<file path="config.mk">
export PLATFORM = sky130hd
export DESIGN_NAME = captura_jogada
export DESIGN_NICKNAME = d
export VERILOG_FILES = /design/src/rtl/captura_jogada.sv
export SDC_FILE = /design/constraint.sdc
export NUM_CORES = 1
export LEC_CHECK = 0
export BUFFER_PORTS_ARGS = -buffer_cell sky130_fd_sc_hd__buf_2
export CORE_AREA = 5 5 46 87
export CTS_BUF_LIST = sky130_fd_sc_hd__clkbuf_4 sky130_fd_sc_hd__clkbuf_8 sky130_fd_sc_hd__clkbuf_16
export CTS_CLUSTER_DIAMETER = 120
export DETAILED_ROUTE_END_ITERATION = 6
export DIE_AREA = 0 0 51 92
export PLACE_DENSITY = 0.7
export SLEW_MARGIN = 30
export SYNTH_ARGS = -nofsm -noshare
export SYNTH_HDL_FRONTEND = slang
export SYNTH_SLANG_ARGS = --single-unit
</file>
<file path="constraint.sdc">
create_clock -name clock -period 1.5 [get_ports clock]
set_input_delay 0.075 -clock clock [delete_from_list [all_inputs] [get_ports clock]]
set_output_delay 0.075 -clock clock [all_outputs]
set_load 0.005 [all_outputs]
</file>
<file path="src/rtl/captura_jogada.sv">
// captura_jogada: answer-button capture stage in front of the game control unit.
// Synchronizes and debounces the player buttons, emits a one-cycle jogada_feita pulse with
// the registered one-hot answer, and runs the answer-window timer that raises timeout.
module captura_jogada #(
  parameter int unsigned N_BOTOES        = 4,
  parameter int unsigned DEBOUNCE_CYCLES = 5,
  parameter int unsigned TIMEOUT_CYCLES  = 1000
) (
  input  logic                clock,
  input  logic                reset,
  input  logic [N_BOTOES-1:0] botoes,
  input  logic                habilita,
  output logic                jogada_feita,
  output logic [N_BOTOES-1:0] jogada,
  output logic                timeout,
  output logic [2:0]          db_estado
);

  localparam int unsigned TW = $clog2(TIMEOUT_CYCLES);
  localparam int unsigned CW = $clog2(DEBOUNCE_CYCLES);
  localparam logic [TW-1:0] TMAX = TW'(TIMEOUT_CYCLES - 1);
  localparam logic [CW-1:0] CMAX = CW'(DEBOUNCE_CYCLES - 1);

  typedef enum logic [2:0] {
    StOcioso   = 3'd0,
    StSoltar   = 3'd1,
    StArmado   = 3'd2,
    StFiltra   = 3'd3,
    StAceito   = 3'd4,
    StEsgotado = 3'd5
  } estado_t;

  estado_t             estado_q, estado_d;
  logic [N_BOTOES-1:0] sync1_q, b_q;
  logic [N_BOTOES-1:0] cand_q, cand_d;
  logic [CW-1:0]       cnt_q, cnt_d;
  logic [TW-1:0]       timer_q;
  logic [N_BOTOES-1:0] jogada_q;
  logic                pulso_q;
  logic                aceita;
  logic                b_onehot;
  logic                timer_fim;

  // Two-flop synchronizer for the raw asynchronous buttons.
  always_ff @(posedge clock) begin
    if (!reset) begin
      sync1_q <= '0;
      b_q     <= '0;
    end else begin
      sync1_q <= botoes;
      b_q     <= sync1_q;
    end
  end

  // Next-state logic: habilita low aborts from anywhere; debounce completion beats the timer.
  always_comb begin
    estado_d  = estado_q;
    cand_d    = cand_q;
    cnt_d     = cnt_q;
    aceita    = 1'b0;
    b_onehot  = (b_q != '0) && ((b_q & (b_q - N_BOTOES'(1))) == '0);
    timer_fim = (timer_q == TMAX);
    if (!habilita) begin
      estado_d = StOcioso;
    end else begin
      unique case (estado_q)
        StOcioso: estado_d = (b_q != '0) ? StSoltar : StArmado;
        // A button still held from the previous round must be released first.
        StSoltar: begin
          if (b_q == '0) estado_d = StArmado;
        end
        StArmado: begin
          if (timer_fim) begin
            estado_d = StEsgotado;
          end else if (b_onehot) begin
            cand_d   = b_q;
            cnt_d    = '0;
            estado_d = StFiltra;
          end
        end
        StFiltra: begin
          if ((b_q == cand_q) && (cnt_q == CMAX)) begin
            estado_d = StAceito;
            aceita   = 1'b1;
          end else if (timer_fim) begin
            estado_d = StEsgotado;
          end else if (b_q != cand_q) begin
            estado_d = StArmado;
          end else begin
            cnt_d = cnt_q + CW'(1);
          end
        end
        StAceito:   estado_d = StAceito;
        StEsgotado: estado_d = StEsgotado;
        default:    estado_d = StOcioso;
      endcase
    end
  end

  // State, candidate and debounce counter registers.
  always_ff @(posedge clock) begin
    if (!reset) begin
      estado_q <= StOcioso;
      cand_q   <= '0;
      cnt_q    <= '0;
    end else begin
      estado_q <= estado_d;
      cand_q   <= cand_d;
      cnt_q    <= cnt_d;
    end
  end

  // Answer-window timer: cleared while idle, runs only while armed or filtering, saturates.
  always_ff @(posedge clock) begin
    if (!reset) begin
      timer_q <= '0;
    end else if (estado_q == StOcioso) begin
      timer_q <= '0;
    end else if (((estado_q == StArmado) || (estado_q == StFiltra)) && !timer_fim) begin
      timer_q <= timer_q + TW'(1);
    end
  end

  // Registered answer and acceptance pulse; jogada survives aborts and timeouts.
  always_ff @(posedge clock) begin
    if (!reset) begin
      jogada_q <= '0;
      pulso_q  <= 1'b0;
    end else begin
      pulso_q <= aceita;
      if (aceita) jogada_q <= cand_q;
    end
  end

  assign jogada_feita = pulso_q;
  assign jogada       = jogada_q;
  assign timeout      = (estado_q == StEsgotado);
  assign db_estado    = estado_q;

endmodule
</file>
==> flow_summary_export.csv, run 1 <==
group,metric,value,unit
placed_design,placedCellCount,243,
grt,grt_start_max_net_pins,20,
sta,worst-slew-pin-transition,344,ps
logic_synthesis,dominantRegCellSynth,"sky130_fd_sc_hd__dfxtp_1",
logic_synthesis,synth-async-reset-ratio,0,%
drt,vias,1545,
flow_run,max_cap_viols,0,
finish,finish.cell_count_without_fillers,261,
status,run_status,"complete, but fails checks",
sta,slew_violations,0,
logic_synthesis,yosys_warnings,0,
setup_path,end_kind,"flip-flop",
clock_network,clkTransAtPathRegs,60,ps
die,fp-row-count,29,
setup_path,critPathLaunch,"timer_q[3]",
clock_network,clock_tree.htree_level_count,2,
clock_network,clk_tree_root_cell,"sky130_fd_sc_hd__clkbuf_8",
placed_design,gp_routability_congestion,0.900,
finish,finalCoreUtilization,72.6,%
finish,flow.area_growth_from_synthesis,48.8,%
sta,final.setup_skew,10.4,ps
setup_path,worst_setup_path_endpoint,"cand_q[0]",
sta,unrepaired_setup_endpoints_after_global_routing,"true",
finish,seq_area,683,µm²
clock_network,clock_insertion_delay_at_the_later_pin_of_the_skew_report,290,ps
grt,global_route.usage.total,20.3,%
drt,remaining_drc_errors,0,
clock_network,clock_tree_from_tritoncts,"yes",
drt,finalWirelength,4.68,mm
setup_path,worst_r2r_startpoint,"timer_q[3]",
sta,fmax,592,MHz
setup_path,r2r.worst_path.cells,7,
finish,final_nets,239,
worst_hold_path,hp-class,"primary input to flip-flop",
setup_path,startpoint_type_of_the_worst_setup_path,"flip-flop",
drt,drt_iter0_drc,37,
die,floorplan.die.height,92,µm
sta,period_minus_slack,1690,ps
pwr,power.leakage,0.944,nW
logic_synthesis,postSynthAreaPerCell,9.49,µm²
logic_synthesis,synth-seq-area-share,41.9,%
placed_design,dp_hpwl,3.06,mm
logic_synthesis,ys_seq_elements,33,
clock_network,cts_sinks,33,
finish,post_route_cells_drive_above_1_share,47.8,%
placed_design,placement.io_buffers,15,
setup_path,worstSetupPathType,"flip-flop to flip-flop",
setup_path,timing.rr.end,"cand_q[0]",
sta,setup_viol,14,
die,chipWidth,51,µm
sta,final_hold_vios,1,
pwr,peakVddDrop,791,µV
clock_network,cts-buffers-inserted,5,
finish,multi_input_area,1040,µm²
finish,filler_cell_count,227,
grt,grt_antenna_before_repair,0,
setup_path,worst-path-max-fanout,5,
drt,detail_route.first_pass.iterations,4,
sta,worst_hold_slack,-2.12,ps
logic_synthesis,synth-edff-count,0,
die,placeableCoreArea,3230,µm²
finish,antenna_cells,0,
logic_synthesis,synth.cell_area,1580,µm²
drt,drt.antenna.violating_nets,0,
setup_path,reg2reg_slack,-190,ps
grt,total_gr_overflow,0,
sta,max_slew_margin,76.9,%
sta,timing.final.ws_setup,-189,ps
logic_synthesis,synthCells,166,
clock_network,cts_max_path_buffers,2,
die,floorplan.io_pins,16,
setup_path,critPathRequiredTime,1680,ps
grt,grt_pass1_vias,1570,
drt,post_drt_wl_per_cell,17.9,µm
setup_path,cp.arrival,1870,ps
grt,global_route_wire_length_before_repair,7.22,mm
die,starting_density_of_the_core,48.8,%
drt,via_density_per_instance,5.92,
logic_synthesis,synth_nets,176,
status,failing_checks,"negative hold slack, negative setup slack",
sta,finalCritPeriodShare,113,%
die,die_ar,4690,µm²
pwr,power_density,813,nW/µm²
logic_synthesis,yosysUniqueCellTypes,43,
-- synthesized netlist by cell type (2+ instances only) --
cell type                   count  share of area (%)
sky130_fd_sc_hd__a211oi_1       3                1.4
sky130_fd_sc_hd__a21oi_1        5                1.6
sky130_fd_sc_hd__a31oi_1        3                1.2
sky130_fd_sc_hd__and2_1         9                3.6
sky130_fd_sc_hd__and3_1         4                1.6
sky130_fd_sc_hd__and4_1         3                1.7
sky130_fd_sc_hd__buf_2          3               0.95
sky130_fd_sc_hd__buf_4          2               0.95
sky130_fd_sc_hd__clkbuf_1       2               0.48
sky130_fd_sc_hd__dfxtp_1       33                 42
sky130_fd_sc_hd__ha_1           3                2.4
sky130_fd_sc_hd__inv_1          6                1.4
sky130_fd_sc_hd__mux2i_1        9                5.7
sky130_fd_sc_hd__nand2_1        9                2.1
sky130_fd_sc_hd__nand3_1        8                2.5
sky130_fd_sc_hd__nand4_1        3                1.2
sky130_fd_sc_hd__nor2_1         8                1.9
sky130_fd_sc_hd__nor2b_1        9                3.6
sky130_fd_sc_hd__nor3_1         3               0.95
sky130_fd_sc_hd__nor4_1         4                1.6
sky130_fd_sc_hd__o21a_1         2               0.95
sky130_fd_sc_hd__o21ai_0        3               0.95
sky130_fd_sc_hd__o2bb2ai_1      2                1.1
sky130_fd_sc_hd__o32ai_1        2                1.1
sky130_fd_sc_hd__xnor2_1        5                2.8
sky130_fd_sc_hd__xnor2_2        2                2.1
sky130_fd_sc_hd__xor2_1         5                2.8
-- layout make-up --
| type | instances | area share [%] |
|---|---|---|
| clock buffers | 7 | 4.11 |
| multi-input cells | 119 | 44.2 |
| repair buffers | 64 | 19.7 |
| clock inverters | 1 | 0.214 |
| flip-flops and latches | 33 | 29.2 |
| well taps | 31 | 1.66 |
| inverters | 6 | 0.961 |
-- registers in the layout, indices dropped and copies added (netlist names) --
register	cells
timer_q	10
b_q	4
cand_q	4
jogada	4
sync1_q	4
cnt_q	3
db_estado	3
jogada_feita	1
-- kinds of logic after synthesis --
kind of cell,count (synthesis),synth area share (%)
adders and majority gates,3,2.38
DFF,33,41.9
buffers and inverters,14,4.53
muxes,9,5.72
and+or+nand+nor,69,26.1
xor gates and xnor gates,12,7.62
AOI/OAI and AO/OA,26,11.8
-- placed cells by master (no fill, tap or decap), types with 2 or more instances in the layout --
cell type	instances
sky130_fd_sc_hd__a21oi_1	3
sky130_fd_sc_hd__mux2i_2	2
sky130_fd_sc_hd__nor2b_1	8
sky130_fd_sc_hd__dfxtp_4	4
sky130_fd_sc_hd__buf_4	43
sky130_fd_sc_hd__clkbuf_8	7
sky130_fd_sc_hd__a211oi_2	2
sky130_fd_sc_hd__and3_1	3
sky130_fd_sc_hd__dfxtp_1	23
sky130_fd_sc_hd__nand3_1	7
sky130_fd_sc_hd__dlygate4sd3_1	3
sky130_fd_sc_hd__xnor2_1	3
sky130_fd_sc_hd__nor3_1	2
sky130_fd_sc_hd__ha_1	2
sky130_fd_sc_hd__nand4_1	3
sky130_fd_sc_hd__o21a_1	2
sky130_fd_sc_hd__nor4_4	2
sky130_fd_sc_hd__o21ai_0	3
sky130_fd_sc_hd__mux2i_1	7
sky130_fd_sc_hd__a31oi_1	3
sky130_fd_sc_hd__nor2_1	8
sky130_fd_sc_hd__buf_2	15
sky130_fd_sc_hd__xor2_1	4
sky130_fd_sc_hd__dfxtp_2	6
sky130_fd_sc_hd__nand2_1	7
sky130_fd_sc_hd__nor3_4	2
sky130_fd_sc_hd__a21oi_2	2
sky130_fd_sc_hd__and2_1	9
sky130_fd_sc_hd__inv_1	6
sky130_fd_sc_hd__buf_6	3
sky130_fd_sc_hd__xnor2_2	4
sky130_fd_sc_hd__and4_1	2
-- worst min-delay path by stage --
stage	from	to	slack (ps)	depth (start not counted)
final	botoes[3]	sync1_q[3]	-2	2
after global routing	botoes[3]	sync1_q[3]	3	2
after CTS	botoes[3]	sync1_q[3]	0.5	2
after detailed placement	botoes[1]	sync1_q[1]	290	2
after global placement	botoes[3]	sync1_q[3]	280	2
after floorplan	botoes[0]	sync1_q[0]	200	1
-- per-stage QoR --
| stage | total power [mW] | setup slack (ps) | setup TNS [ps] | area, µm² |
|---|---|---|---|---|
| finish | 1.91 | -189 | -1150 | 2340 |
| global route | 1.98 | -257 | -2080 | 2340 |
| CTS | 1.87 | -190 | -1450 | 2140 |
| detailed placement | 1.13 | -294 | -2210 | 1940 |
| global placement | 1.12 | -218 | -1500 | 1940 |
| floorplan | 1.03 | -50.3 | -246 | 1580 |
-- critical path: stages (launching register included) --
cell,delay (ps)
sky130_fd_sc_hd__dfxtp_2,330
sky130_fd_sc_hd__and4bb_2,270
sky130_fd_sc_hd__a311oi_2,270
sky130_fd_sc_hd__buf_4,170
sky130_fd_sc_hd__nand4bb_1,120
sky130_fd_sc_hd__buf_6,160
sky130_fd_sc_hd__mux2i_2,200
sky130_fd_sc_hd__nor2b_1,70
-- power by group --
part / internal, mW / total, mW / leakage, nW / switching [mW]
clock network: 0.414 / 0.736 / 0.0542 / 0.322
registers: 0.889 / 0.913 / 0.274 / 0.0248
logic: 0.127 / 0.255 / 0.616 / 0.128
total: 1.43 / 1.91 / 0.944 / 0.475
-- what timing repair did --
action | in CTS | in global routing
setup buffers | 0 | 7
setup endpoints to repair | 15 | 17
hold buffers | 3 | 0
hold endpoints to repair | 3 | 0
resized for setup | 20 | 31
pin swaps | 2 | 12
-- per-layer routing --
metal  vias to the layer above  track usage [%]  part of all wire, %
met4                         0             11.9                  4.8
met1                       764             18.0                   32
met5                         -                0                    0
li1                        720                -                    -
met3                        19             3.25                  3.0
met2                        42             39.9                   60
Power figures use the tool's default switching activity.
==> run 2: changes to the inputs <==
--- a/config.mk
+++ b/config.mk
@@ -7,12 +7,13 @@
 export LEC_CHECK = 0
 export BUFFER_PORTS_ARGS = -buffer_cell sky130_fd_sc_hd__buf_2
 export CORE_AREA = 5 5 46 87
-export CTS_BUF_LIST = sky130_fd_sc_hd__clkbuf_4 sky130_fd_sc_hd__clkbuf_8 sky130_fd_sc_hd__clkbuf_16
+export CTS_BUF_LIST = sky130_fd_sc_hd__clkbuf_16
 export CTS_CLUSTER_DIAMETER = 120
 export DETAILED_ROUTE_END_ITERATION = 6
 export DIE_AREA = 0 0 51 92
 export PLACE_DENSITY = 0.7
-export SLEW_MARGIN = 30
+export RECOVER_POWER = 100
+export SLEW_MARGIN = 20
 export SYNTH_ARGS = -nofsm -noshare
 export SYNTH_HDL_FRONTEND = slang
 export SYNTH_SLANG_ARGS = --single-unit
==> run 2 against run 1 <==
  * Combinational power shrank 6%
  * The flow finishes with violations (negative setup slack)
  * Cell area decreased by 3.1%
  * Critical endpoint unchanged
  * Fmax decreased by 5.0%
  * Total power is 11% higher
  * Sequential cell count unchanged
  * Via count decreased by 1.6%
  * First-iteration DRC count decreased by 2.7%
  * Register-to-register slack worse by 90 ps
  * Global-route usage decreased by 0.29 points
  * Largest cell class unchanged
  * Setup slack got worse by 89 ps
  * Routed wire length is 5.7% lower
==> flow_summary_export.csv, run 2 (same netlist as run 1, synthesis figures left out) <==
group,metric,value,unit
drt,post_drt_wl_per_cell,17.3,µm
finish,regMostFlops,"timer_q",
finish,final_cell_mix,"37 x sky130_fd_sc_hd__buf_4, 25 x sky130_fd_sc_hd__dfxtp_1, 11 x sky130_fd_sc_hd__buf_2",
finish,largest_register_ffs,10,
drt,top_signal_layer_used,"met4",
clock_network,cts_max_path_buffers,2,
placed_design,postPlaceCellArea,1940,µm²
sta,fmax,563,MHz
grt,global_route.usage.total,20.0,%
clock_network,clock_tree.htree_level_count,2,
die,floorplan.die.height,92,µm
sta,worst-slew-pin-transition,564,ps
grt,total_gr_overflow,0,
grt,grt_start_max_net_pins,20,
drt,met2_length,2.67,mm
setup_path,timing.critical_path.cells,"nand2b_1 -> a311oi_2 -> buf_4 -> nand4bb_1 -> buf_6 -> mux2i_2 -> nor2b_1",
clock_network,clock_tree_from_tritoncts,"yes",
status,failing_checks,"negative setup slack",
setup_path,worstSetupPathType,"flip-flop to flip-flop",
sta,max_slew_margin,62.4,%
sta,setup_viol,13,
sta,timing.final.ws_setup,-277,ps
sta,worst_hold_slack,9.03,ps
placed_design,detailedPlace.worstSlack,-294,ps
grt,grt_pass1_vias,1539,
sta,final.setup_skew,6.03,ps
flow_run,max_cap_viols,0,
sta,finalCritPeriodShare,118,%
finish,finish.cell_count_without_fillers,255,
clock_network,cts.hold.buffers_added,0,
drt,drt.antenna.violating_nets,0,
status,run_status,"complete, but fails checks",
setup_path,max_stage_delay,400,ps
sta,final_hold_vios,0,
finish,finalCoreUtilization,70.3,%
worst_hold_path,hp-class,"primary input to flip-flop",
placed_design,dp_hpwl,3.06,mm
clock_network,cts-buffers-inserted,5,
sta,period_minus_slack,1780,ps
placed_design,placedCellCount,243,
pwr,power.leakage,0.904,nW
drt,finalWirelength,4.41,mm
grt,grt_antenna_before_repair,0,
die,chipWidth,51,µm
setup_path,critPathRequiredTime,1660,ps
sta,tns,-1710,ps
finish,final_nets,233,
clock_network,clk_tree_root_cell,"sky130_fd_sc_hd__clkbuf_16",
setup_path,end_kind,"flip-flop",
drt,met3RoutedLength,145,µm
die,starting_density_of_the_core,48.8,%
drt,via_density_per_instance,5.96,
placed_design,placement.io_buffers,15,
drt,remaining_drc_errors,0,
finish,design_area,2270,µm²
pwr,finalPower,2.11,mW
clock_network,clkTransAtPathRegs,50,ps
die,floorplan.io_pins,16,
die,fp-row-count,29,
sta,slew_violations,0,
setup_path,worst-path-max-fanout,6,
setup_path,slowest_stage,"sky130_fd_sc_hd__dfxtp_1",
drt,drt-met1-wl,1.42,mm
clock_network,cts_sinks,33,
sta,unrepaired_setup_endpoints_after_global_routing,"true",
clock_network,clock_insertion_delay_at_the_later_pin_of_the_skew_report,280,ps
finish,flow.area_growth_from_synthesis,44.2,%
placed_design,gp_routability_congestion,0.900,
setup_path,startpoint_type_of_the_worst_setup_path,"flip-flop",
setup_path,cp.arrival,1940,ps
finish,most_common_cell_after_layout_fill_and_taps_aside,"sky130_fd_sc_hd__buf_4",
finish,filler_cell_count,249,
pwr,peakVddDrop,1260,µV
finish,post_route_cells_drive_above_1_share,42.0,%
drt,detail_route.first_pass.iterations,4,
drt,vias,1520,
pwr,power_density,928,nW/µm²
finish,antenna_cells,0,
grt,global_route_wire_length_before_repair,7.09,mm
drt,drt_iter0_drc,36,
die,placeableCoreArea,3230,µm²
die,die_ar,4690,µm²
==> run 2: cell count changes in the layout (fill, tap and decap cells not counted), sizes merged <==
cell and delta:
clkbuf +5, clkinv +2, dlygate4sd3 -3, buf -10
==> run 2: area by class of cell <==
class | instances | area (µm²) | share of cell area, %
Timing Repair Buffer | 58 | 393 | 17.3
Sequential cell | 33 | 678 | 29.9
Clock buffer | 5 | 125 | 5.51
Multi-Input combinational cell | 119 | 1000 | 44.1
Tap cell | 31 | 38.8 | 1.71
Inverter | 6 | 22.5 | 0.992
Clock inverter | 3 | 12.5 | 0.551
==> run 2: final timing paths <==
| kind | depth (start not counted) | slack [ps] | to | start |
|---|---|---|---|---|
| hold / removal | 2 | 9 | sync1_q[2] | botoes[2] |
| setup reg to reg | 7 | -280 | cand_q[0] | db_estado[2] |
| setup / recovery | 7 | -280 | cand_q[0] | db_estado[2] |
| hold reg to reg | 1 | 440 | b_q[1] | sync1_q[1] |
==> run 2: routing by layer <==
layer | vias up | GRT usage (%)
met5 | - | 0
met4 | 0 | 12.4
met3 | 15 | 4.22
met2 | 43 | 37.6
met1 | 748 | 18.4
li1 | 714 | -
==> run 2: what timing repair did <==
item | in CTS | in global routing
pin swaps | 4 | 10
hold endpoints to repair | 0 | 0
setup endpoints to repair | 14 | 17
setup buffers | 1 | 3
gates resized for setup | 24 | 21
==> run 2: where the power goes <==
group          total [mW]  leakage (nW)  internal (mW)  switching (mW)
clock network       0.952        0.0687          0.598           0.353
registers           0.916         0.272          0.892          0.0237
logic               0.240         0.563          0.114           0.126
==> run 2: worst max-delay path, delay by kind of cell (launching register included) <==
| family | cells | cell delay (ps) |
|---|---|---|
| simple gates | 3 | 390 |
| mux | 1 | 210 |
| compound gates | 1 | 310 |
| flops | 1 | 400 |
| buf+inv | 2 | 340 |
==> run 3: changes to the inputs <==
--- a/config.mk
+++ b/config.mk
@@ -11,9 +11,11 @@
 export CTS_CLUSTER_DIAMETER = 120
 export DETAILED_ROUTE_END_ITERATION = 6
 export DIE_AREA = 0 0 51 92
+export HOLD_SLACK_MARGIN = 0.12
 export PLACE_DENSITY = 0.7
 export RECOVER_POWER = 100
 export SLEW_MARGIN = 20
 export SYNTH_ARGS = -nofsm -noshare
 export SYNTH_HDL_FRONTEND = slang
 export SYNTH_SLANG_ARGS = --single-unit
+export TNS_END_PERCENT = 10
==> run 3 against run 2 <==
  * Register-to-register slack gained 70 ps
  * Setup slack gained 68 ps
  * Clock power shrank 0.4%
  * Worst hold slack gained 170 ps
  * The run still ends with negative setup slack left
  * Sequential power is essentially flat
  * Final cell count grew 1.2%
  * Critical path type unchanged
  * Sequential share of layout area is essentially flat
==> flow_summary_export.csv, run 3 (same netlist as run 1, synthesis figures left out) <==
group,metric,value,unit
finish,final_nets,236,
clock_network,clock_insertion_delay_at_the_later_pin_of_the_skew_report,270,ps
die,starting_density_of_the_core,48.8,%
setup_path,max_stage_delay,320,ps
setup_path,worst_r2r_startpoint,"timer_q[4]",
clock_network,clock_tree.htree_level_count,2,
die,chipWidth,51,µm
clock_network,clk_tree_root_cell,"sky130_fd_sc_hd__clkbuf_16",
drt,vias,1502,
pwr,peakVddDrop,1340,µV
grt,global_route.usage.total,20.7,%
setup_path,end_kind,"flip-flop",
drt,via_density_per_instance,5.82,
status,run_status,"complete, but fails checks",
finish,antenna_cells,0,
drt,drt_iter0_drc,34,
placed_design,postPlaceCellArea,1940,µm²
finish,finish.cell_count_without_fillers,258,
drt,post_drt_wl_per_cell,17.0,µm
finish,final_cell_mix,"34 x sky130_fd_sc_hd__buf_4, 26 x sky130_fd_sc_hd__dfxtp_1, 11 x sky130_fd_sc_hd__buf_2",
clock_network,cts-buffers-inserted,5,
sta,fmax,585,MHz
pwr,power_density,931,nW/µm²
finish,most_common_cell_after_layout_fill_and_taps_aside,"sky130_fd_sc_hd__buf_4",
setup_path,r2r.worst_path.cells,7,
finish,filler_cell_count,244,
finish,regMostFlops,"timer_q",
sta,worst-slew-pin-transition,584,ps
grt,grt_start_max_net_pins,20,
grt,global_route_wire_length_before_repair,7.33,mm
setup_path,timing.critical_path.buf_inv,2,
sta,timing.final.ws_setup,-209,ps
drt,remaining_drc_errors,0,
die,floorplan.die.height,92,µm
finish,flow.area_growth_from_synthesis,43.2,%
die,fp-row-count,29,
setup_path,cp.arrival,1870,ps
setup_path,critical_path.top_delay_family,"simple AND/OR/NAND/NOR gates",
placed_design,dp_hpwl,3.06,mm
setup_path,startpoint_type_of_the_worst_setup_path,"flip-flop",
setup_path,critPathLaunch,"timer_q[4]",
setup_path,worst-path-max-fanout,5,
finish,design_area,2260,µm²
grt,grt_antenna_before_repair,0,
status,failing_checks,"negative setup slack",
setup_path,critPathRequiredTime,1660,ps
die,floorplan.io_pins,16,
flow_run,max_cap_viols,0,
clock_network,cts_max_path_buffers,2,
drt,drt.antenna.violating_nets,0,
drt,detail_route.first_pass.iterations,4,
placed_design,placement.io_buffers,15,
sta,unrepaired_setup_endpoints_after_global_routing,"true",
placed_design,placedCellCount,243,
setup_path,worstSetupPathType,"flip-flop to flip-flop",
setup_path,path_depth,7,
setup_path,timing.rr.end,"cand_q[0]",
finish,largest_register_ffs,10,
clock_network,cts_sinks,33,
setup_path,reg2reg_slack,-210,ps
die,die_ar,4690,µm²
worst_hold_path,hp-class,"primary input to flip-flop",
sta,period_minus_slack,1710,ps
sta,slew_violations,0,
drt,finalWirelength,4.39,mm
finish,post_route_cells_drive_above_1_share,38.3,%
sta,tns,-1550,ps
setup_path,slowest_stage,"sky130_fd_sc_hd__dfxtp_2",
grt,grt_pass1_vias,1591,
sta,finalCritPeriodShare,114,%
setup_path,timing.critical_path.cells,"and4bb_2 -> a311oi_2 -> buf_4 -> nand4bb_1 -> buf_6 -> mux2i_2 -> nor2b_1",
die,placeableCoreArea,3230,µm²
pwr,power.leakage,0.914,nW
sta,final_hold_vios,0,
clock_network,clkTransAtPathRegs,50,ps
setup_path,worst_setup_path_endpoint,"cand_q[0]",
sta,setup_viol,15,
sta,final.setup_skew,4.69,ps
clock_network,clock_tree_from_tritoncts,"yes",
grt,total_gr_overflow,0,
sta,max_slew_margin,61.1,%
placed_design,gp_routability_congestion,0.900,
==> run 3: layout make-up <==
type                            count  area (µm²)  area share, %
Multi-Input combinational cell    119         958           42.5
Inverter                            6        22.5          0.998
Tap cell                           31        38.8           1.72
Timing Repair Buffer               61         424           18.8
Clock inverter                      3        12.5          0.555
Clock buffer                        5         125           5.55
Sequential cell                    33         674           29.9
==> run 3: stage by stage <==
stage | hold slack, ps | power, mW | worst slack, ps | utilization [%]
finish | 175 | 2.10 | -209 | 69.9
global placement | 284 | 1.12 | -218 | 59.9
CTS | 179 | 2.10 | -184 | 68.4
global route | 209 | 2.18 | -254 | 69.9
detailed placement | 289 | 1.13 | -294 | 59.9
floorplan | 202 | 1.03 | -50.3 | -
==> run 3: worst min path at each step <==
stage / end / from / cells past startpoint / slack (ps)
2_1_floorplan: sync1_q[0] / botoes[0] / 1 / 200
3_3_place_gp: sync1_q[3] / botoes[3] / 2 / 280
3_5_place_dp: sync1_q[1] / botoes[1] / 2 / 290
4_1_cts: db_estado[0] / habilita / 3 / 180
5_1_grt: db_estado[0] / habilita / 3 / 210
6_report: db_estado[0] / habilita / 3 / 170
==> run 3: layer usage <==
layer  GRT usage [%]  share of wire, %  vias to the layer above
li1                -                 -                      714
met1            18.7                31                      728
met2            39.1                62                       41
met3            4.22               2.7                       19
met4            13.3               4.5                        0
met5               0                 0                        -
==> run 3: report_power, final <==
part / internal (mW) / switching [mW]
Combinational: 0.117 / 0.118
Clock: 0.599 / 0.349
Sequential: 0.893 / 0.0243
==> run 3: tightest hold or removal path, cell delays in order <==
cell and delay [ps]:
sky130_fd_sc_hd__buf_2 150, sky130_fd_sc_hd__nand3_1 100, sky130_fd_sc_hd__o32ai_1 70
==> run 3: what timing repair did <==
action | CTS | global route
hold buffers | 5 | 0
gates resized for setup | 21 | 14
endpoints found under the setup margin | 14 | 17
hold endpoints to repair | 5 | 0
setup buffers | 1 | 1
pin swaps | 3 | 3
